File: src/rtl/imm_extend_unit.sv
// imm_extend_unit: immediate extender (zero/sign/upper/branch) feeding a 2-entry valid/ready output buffer.
// Optional macro IMM_EXT_STATS_EN adds the ext_count port counting completed output transfers.
module imm_extend_unit #(
    parameter int IN_W  = 16,
    parameter int OUT_W = 32
) (
    input  logic             clk,
    input  logic             reset,
    input  logic             in_valid,
    output logic             in_ready,
    input  logic [IN_W-1:0]  in_imm,
    input  logic [1:0]       in_mode,
    output logic             out_valid,
    input  logic             out_ready,
    output logic [OUT_W-1:0] out_data,
    output logic [1:0]       out_mode
`ifdef IMM_EXT_STATS_EN
    ,
    output logic [31:0]      ext_count
`endif
);
    localparam int EXT_W = OUT_W - IN_W;
    generate
        if (IN_W < 1 || OUT_W < IN_W + 2) begin : g_bad_params
            $error("imm_extend_unit: requires IN_W >= 1 and OUT_W >= IN_W + 2");
        end
    endgenerate
    logic [OUT_W-1:0] sext;
    logic [OUT_W-1:0] ext;
    logic [OUT_W-1:0] data_q [2];
    logic [1:0]       mode_q [2];
    logic             head;
    logic             tail;
    logic [1:0]       count;
    logic             push;
    logic             pop;
    // Extend the incoming immediate according to its mode before it enters the buffer
    always_comb begin
        sext = {{EXT_W{in_imm[IN_W-1]}}, in_imm};
        ext  = in_mode == 2'b00 ? {{EXT_W{1'b0}}, in_imm} :
               in_mode == 2'b01 ? sext :
               in_mode == 2'b10 ? {in_imm, {EXT_W{1'b0}}} :
                                  {sext[OUT_W-3:0], 2'b00};
    end
    // Handshake flags come only from registered occupancy so in_ready never follows out_ready
    always_comb begin
        in_ready  = count != 2'd2;
        out_valid = count != 2'd0;
        push      = in_valid && in_ready;
        pop       = out_valid && out_ready;
        out_data  = data_q[head];
        out_mode  = mode_q[head];
    end
    // Buffer storage and pointers; popped entries are left in place, count alone gates visibility
    always_ff @(posedge clk) begin
        if (reset) begin
            count     <= 2'd0;
            head      <= 1'b0;
            tail      <= 1'b0;
            data_q[0] <= '0;
            data_q[1] <= '0;
            mode_q[0] <= 2'b00;
            mode_q[1] <= 2'b00;
        end else begin
            if (push) begin
                data_q[tail] <= ext;
                mode_q[tail] <= in_mode;
                tail         <= ~tail;
            end
            if (pop) head <= ~head;
            count <= count + {1'b0, push} - {1'b0, pop};
        end
    end
`ifdef IMM_EXT_STATS_EN
    // Saturating count of completed output transfers
    always_ff @(posedge clk) begin
        if (reset) ext_count <= '0;
        else if (pop && ext_count != '1) ext_count <= ext_count + 32'd1;
    end
`endif
endmodule

File: config.mk
export PLATFORM = sky130hd
export DESIGN_NAME = imm_extend_unit
export DESIGN_NICKNAME = d
export VERILOG_FILES = /design/src/rtl/imm_extend_unit.sv
export SDC_FILE = /design/constraint.sdc
export NUM_CORES = 1
export LEC_CHECK = 0
export ABC_AREA = 1
export BUFFER_PORTS_ARGS = -buffer_cell sky130_fd_sc_hd__buf_2
export CORE_MARGIN = 5
export CORE_UTILIZATION = 61
export DETAILED_ROUTE_END_ITERATION = 16
export PLACE_DENSITY = 0.86
export REMOVE_ABC_BUFFERS = 1
export SYNTH_ARGS = -nofsm -noshare
export SYNTH_HDL_FRONTEND = slang
export SYNTH_SLANG_ARGS = --single-unit
File: constraint.sdc
create_clock -name clk -period 5.53 [get_ports clk]
set_clock_uncertainty 0.1 [all_clocks]
set_input_delay 1.106 -clock clk [delete_from_list [all_inputs] [get_ports clk]]
set_output_delay 1.106 -clock clk [all_outputs]
set_load 0.01 [all_outputs]
==> results of run 1 <==
[state kept, by name, summed over array words and instances, names as in the netlist, named ones only]
name / count
tail: 1
data_q: 64
count: 2
head: 1
mode_q: 4
[metal layers]
metal	part of all wire [%]	track usage (%)	vias to the layer above
li1	-	-	1224
met1	39	25.33	1193
met2	53	36.71	105
met3	7.2	5.393	8
met4	1.1	5.807	0
met5	0	0	-
[where the power goes]
part	leakage (nW)	internal (mW)	switching, mW
clock	0.0897	0.205	0.190
combinational	0.978	0.164	0.221
sequential	0.753	0.681	0.0404
total	1.82	1.05	0.451
[placed cells by master (no fill, tap or decap), types with 2 or more instances in the layout]
master      count
nand3_1        32
inv_1          35
mux2_2         34
ha_1            2
clkinvlp_4      2
clkinv_2        2
buf_4           3
nor2_1         74
o21ai_0         6
buf_2          57
inv_2           8
dfxtp_1         5
nor2_2          2
edfxtp_1       68
nand2_1        50
nand4_4         2
clkbuf_8        9
[path summary, 6_finish.rpt]
| path | startpoint | to | depth (start not counted) | slack, ns |
|---|---|---|---|---|
| worst max register to register | count[0] | data_q[0][9] | 5 | 3.43 |
| worst min register to register | head | head | 2 | 0.43 |
| worst max-delay path | register | out_data[18] | 3 | 2.28 |
| worst min-delay path | head | head | 2 | 0.43 |
[logic make-up (layout without fill, tap and decap cells)]
group | after synthesis | after routing
multiplexers | 34 | 34
flip-flops | 73 | 73
AO/OA/AOI/OAI | 7 | 7
buffers and inverters | 62 | 120
AND/OR/NAND/NOR | 162 | 162
adder cells (fa/ha/maj) | 2 | 2
[worst max-delay path, delay by kind of cell (launching register included)]
kind	cells	cell delay, ns
multiplexers	1	0.38
buffers and inverters	2	0.53
flip-flops	1	0.79
[per-stage QoR]
stage | power, mW | cell area (um2) | setup WS (ns)
floorplan | 0.9720 | 3451 | 2.582
global placement | 1.104 | 3852 | 2.561
detailed placement | 1.119 | 3852 | 2.519
CTS | 1.509 | 4039 | 2.263
global route | 1.582 | 4039 | 2.159
finish | 1.501 | 4039 | 2.276
[layout make-up]
cell class	instances	area [um2]	area share, %
Sequential cell	73	2142	53.04
Multi-Input combinational cell	205	1141	28.25
Timing Repair Buffer	60	307.8	7.621
Inverter	44	167.7	4.151
Clock buffer	10	127.6	3.160
Tap cell	75	93.84	2.323
Clock inverter	6	58.81	1.456
==> results.py, run 1 <==
metrics = {
    "layout": {
        "syn2layout_area_growth_pct": 11.46,
        "drive_gt1_share_pct": 30.90,
        "final_net_count": 417,
        "nFillCells": 434,
        "instances_no_fill": 473,
        "num_antenna_cells": 0,
        "fin_util_pct": 69.03,
    },
    "clocking": {
        "htreeDepth": 3,
        "cts_buffers": 9,
        "cts_resized": 0,
        "cts_hold_buf": 0,
        "cts_setup_buffers": 0,
        "insertion_delay_ns": 0.34,
        "clock_path_buffers": 2,
        "cts_tree": "yes",
        "cts_root_buf": "clkbuf_8",
        "clk_pin_slew_ns": 0.07,
        "cts.sinks": 73,
    },
    "synth": {
        "synth_most_common_cell": "nor2_1",
        "synth_cell_types": 19,
        "synth_top_family_by_area": "simple AND/OR/NAND/NOR gates",
        "synthFlopType": "edfxtp_1",
        "synth_cells": 340,
        "synthAdderAreaFrac_pct": 0.6906,
        "synth.avg_cell_area_um2": 10.66,
        "syn-cell-area_mm2": 0.003623,
        "synth.area.mux_share_pct": 10.57,
        "yosysTopAreaCell": "edfxtp_1",
        "async_reset_ff_share_pct": 0,
        "synth_compound_area_share_pct": 0.9669,
        "synthXorXnorAreaFrac_pct": 0,
        "ys_seq_elements": 73,
        "synth_top_area_share_pct": 56.35,
        "synth_simple_gate_area_share_pct": 19.27,
        "synth_edf_count": 68,
        "synth_common_cells": "74 x nor2_1, 68 x edfxtp_1, 50 x nand2_1",
        "yosysWarnings": 0,
        "ys_seq_area_share_pct": 59.12,
        "synth_area_leaders": "edfxtp_1 56%, mux2_2 11%, nor2_1 7.7%",
    },
    "power": {
        "pwr_density_cell_mw_per_mm2": 371.5,
        "ir_worst_vdd_mv": 0.2438,
        "power_leakage_nw": 1.821,
    },
    "drt": {
        "drt_first_pass_iters": 4,
        "wl_um": 7358,
        "vias": 2530,
        "drc": 0,
        "avgViaCountPerCell": 5.349,
        "wl_per_cell_um": 15.56,
        "final_antenna_net_count": 0,
        "initialDrtViolationCount": 221,
    },
    "critical_path": {
        "required_ns": 4.32,
        "start_kind": "register",
        "slowest_delay_ns": 0.79,
        "cp.arrival_ns": 2.05,
        "cp_slowest_cell": "dfxtp_1",
        "endpoint_kind": "output port",
        "cp_cell_sequence": "buf_4 -> mux2_2 -> buf_2",
        "crit_type": "reg -> out",
        "crit_path_max_fanout": 19,
    },
    "timing": {
        "min_period_ns": 3.254,
        "hold_ws_ns": 0.4302,
        "fin_tns_setup_ns": 0,
        "worstMarginPinSlew_ns": 0.7214,
        "final_hold_viol_count": 0,
        "finalCritPeriodShare_pct": 58.84,
        "slew-limit-headroom_pct": 51.84,
        "report.final.setup_viol": 0,
        "timing.fmax_mhz": 307.3,
        "rsz0062_at_grt": "no",
        "slew_viol_final": 0,
    },
    "global_routing": {
        "antenna_found_initial": 0,
        "grtUsageTotal_pct": 20.88,
        "grt_max_degree": 37,
        "first_global_vias": 2530,
        "grt_pass1_wl_um": 11960,
        "overflow": 0,
    },
    "placement": {
        "dp_hpwl_um": 4724,
        "io_buffers": 57,
        "gp_congestion": 0.8080,
        "placedCellCount": 457,
    },
    "run_status": {
        "run_status": "complete, no violations",
    },
    "floorplan": {
        "num_io_pins": 58,
        "die_w_um": 87.07,
        "rows": 28,
        "die_area_mm2": 0.007581,
        "start_util_pct": 61.93,
        "core_area_mm2": 0.005851,
        "die_h_um": 87.07,
    },
    "hold_path": {
        "hold_class": "reg -> reg",
    },
    "run": {
        "max_cap_violations": 0,
    },
}
No activity file was read; power rests on OpenSTA's default activity.
==> run 2, diff against run 1 <==
CORE_UTILIZATION = 51   (was 61)
PLACE_DENSITY = 0.77   (was 0.86)
clock period = 2.9 ns   (was 5.53 ns; I/O delays follow)
==> results.py, run 2 (same netlist as run 1, synthesis figures left out) <==
metrics = {
    "critical_path": {
        "cp.arrival_ns": 1.62,
        "endpoint_kind": "output port",
        "rr_worst_depth": 10,
        "rrSetupSlack_ns": 1.27,
        "required_ns": 2.22,
        "crit_path_max_fanout": 34,
        "timing.rr.end": "count[1]",
        "start_kind": "register",
        "reg2reg_from": "count[0]",
        "crit_type": "reg -> out",
    },
    "timing": {
        "min_period_ns": 2.297,
        "slew_viol_final": 0,
        "finalCritPeriodShare_pct": 79.20,
        "timing.fmax_mhz": 435.4,
        "worstMarginPinSlew_ns": 0.5782,
        "fin_tns_setup_ns": 0,
        "report.final.setup_viol": 0,
        "rsz0062_at_grt": "no",
        "final_hold_viol_count": 0,
        "slew-limit-headroom_pct": 61.45,
    },
    "global_routing": {
        "grt_max_degree": 36,
        "antenna_found_initial": 0,
        "first_global_vias": 2661,
        "overflow": 0,
        "grt_pass1_wl_um": 12390,
        "grtUsageTotal_pct": 18.41,
    },
    "drt": {
        "vias": 2518,
        "wl_um": 7456,
        "final_antenna_net_count": 0,
        "initialDrtViolationCount": 194,
        "avgViaCountPerCell": 5.077,
        "wl_per_cell_um": 15.03,
        "drt_first_pass_iters": 4,
        "drc": 0,
    },
    "layout": {
        "nFillCells": 559,
        "final_common_cell": "nor2_1",
        "reg_top3": "data_q: 64 flops, mode_q: 4 flops, count: 2 flops",
        "largest_reg_flops": 64,
        "top_register": "data_q",
        "drive_gt1_share_pct": 31.75,
        "regArea_mm2": 0.002142,
        "instances_no_fill": 496,
        "fin_util_pct": 60.55,
        "multi_input_area_mm2": 0.001141,
        "num_antenna_cells": 0,
        "final_net_count": 419,
        "syn2layout_area_growth_pct": 14.78,
        "final_cell_mix": "74 x nor2_1, 68 x edfxtp_1, 57 x buf_2",
        "fin_area_mm2": 0.004159,
    },
    "floorplan": {
        "core_area_mm2": 0.006869,
        "start_util_pct": 52.75,
        "die_h_um": 94.29,
        "die_w_um": 94.29,
        "die_area_mm2": 0.008891,
        "num_io_pins": 58,
        "rows": 30,
    },
    "run_status": {
        "run_status": "complete, no violations",
    },
    "clocking": {
        "clk_pin_slew_ns": 0.08,
        "cts_buffers": 9,
        "cts_resized": 0,
        "cts_tree": "yes",
        "cts.sinks": 73,
        "insertion_delay_ns": 0.34,
        "htreeDepth": 3,
        "cts_hold_buf": 0,
        "cts_setup_buffers": 0,
        "cts_root_buf": "clkbuf_8",
        "clock_path_buffers": 2,
    },
    "placement": {
        "placedCellCount": 480,
        "dp_hpwl_um": 4662,
        "dpl_cell_area_mm2": 0.003894,
        "gp_congestion": 0.7633,
        "io_buffers": 57,
    },
    "hold_path": {
        "hold-path-endpoint": "count[0]",
        "hold_depth": 2,
        "min-delay-start": "reset",
        "hold_class": "in -> reg",
    },
    "power": {
        "ir_worst_vdd_mv": 0.4707,
        "pwr_density_cell_mw_per_mm2": 758.9,
        "power_mw": 3.156,
        "power_leakage_nw": 1.870,
    },
    "run": {
        "max_cap_violations": 0,
    },
}
==> run 2: cell count changes in the layout (fill, tap and decap cells not counted) <==
| cell | delta |
|---|---|
| inv_6 | +1 |
| bufinv_16 | +3 |
| clkinvlp_4 | -1 |
| buf_4 | +2 |
| clkinv_1 | -1 |
| clkinv_2 | -1 |
| clkbuf_1 | -1 |
==> run 2: cell type report <==
| type | instances | share of cell area (%) |
|---|---|---|
| clock buffer | 9 | 2.978 |
| clock inverter | 7 | 3.400 |
| inverter | 44 | 4.031 |
| multi-input combinational | 205 | 27.44 |
| sequential | 73 | 51.50 |
| tap | 96 | 2.888 |
| timing repair buffer | 62 | 7.762 |
==> run 2: report_power, final <==
| group | internal [mW] | total (mW) | leakage, nW | switching [mW] |
|---|---|---|---|---|
| logic | 0.314 | 0.752 | 0.987 | 0.437 |
| clock network | 0.660 | 1.06 | 0.130 | 0.397 |
| registers | 1.30 | 1.35 | 0.753 | 0.0505 |
| total | 2.27 | 3.16 | 1.87 | 0.885 |
==> run 2: critical path: stages (launching register included) <==
cell and delay (ns):
dfxtp_1 0.31, buf_4 0.39, mux2_2 0.40, buf_2 0.14
==> run 2: worst max path at each step <==
stage,start,to,cells past startpoint
floorplan,reset,data_q[0][0],3
global placement,in_mode[1],data_q[0][16],6
detailed placement,in_mode[1],data_q[0][16],6
CTS,register,out_data[9],3
global route,register,out_data[9],3
finish,register,out_data[18],3
==> run 2: per-layer routing <==
layer	track usage [%]	wire [um]	part of all wire, %	vias up
li1	-	-	-	1224
met1	21.74	3142	42	1181
met2	31.21	3667	49	94
met3	4.167	461	6.2	19
met4	9.507	186	2.5	0
met5	0	0	0	-
==> run 2: metrics by stage <==
stage	setup slack [ns]	hold slack [ns]
floorplan	0.4778	0.3675
global placement	0.9090	0.3833
detailed placement	0.8843	0.3855
CTS	0.5907	0.2983
global route	0.5500	0.3152
finish	0.6033	0.3068
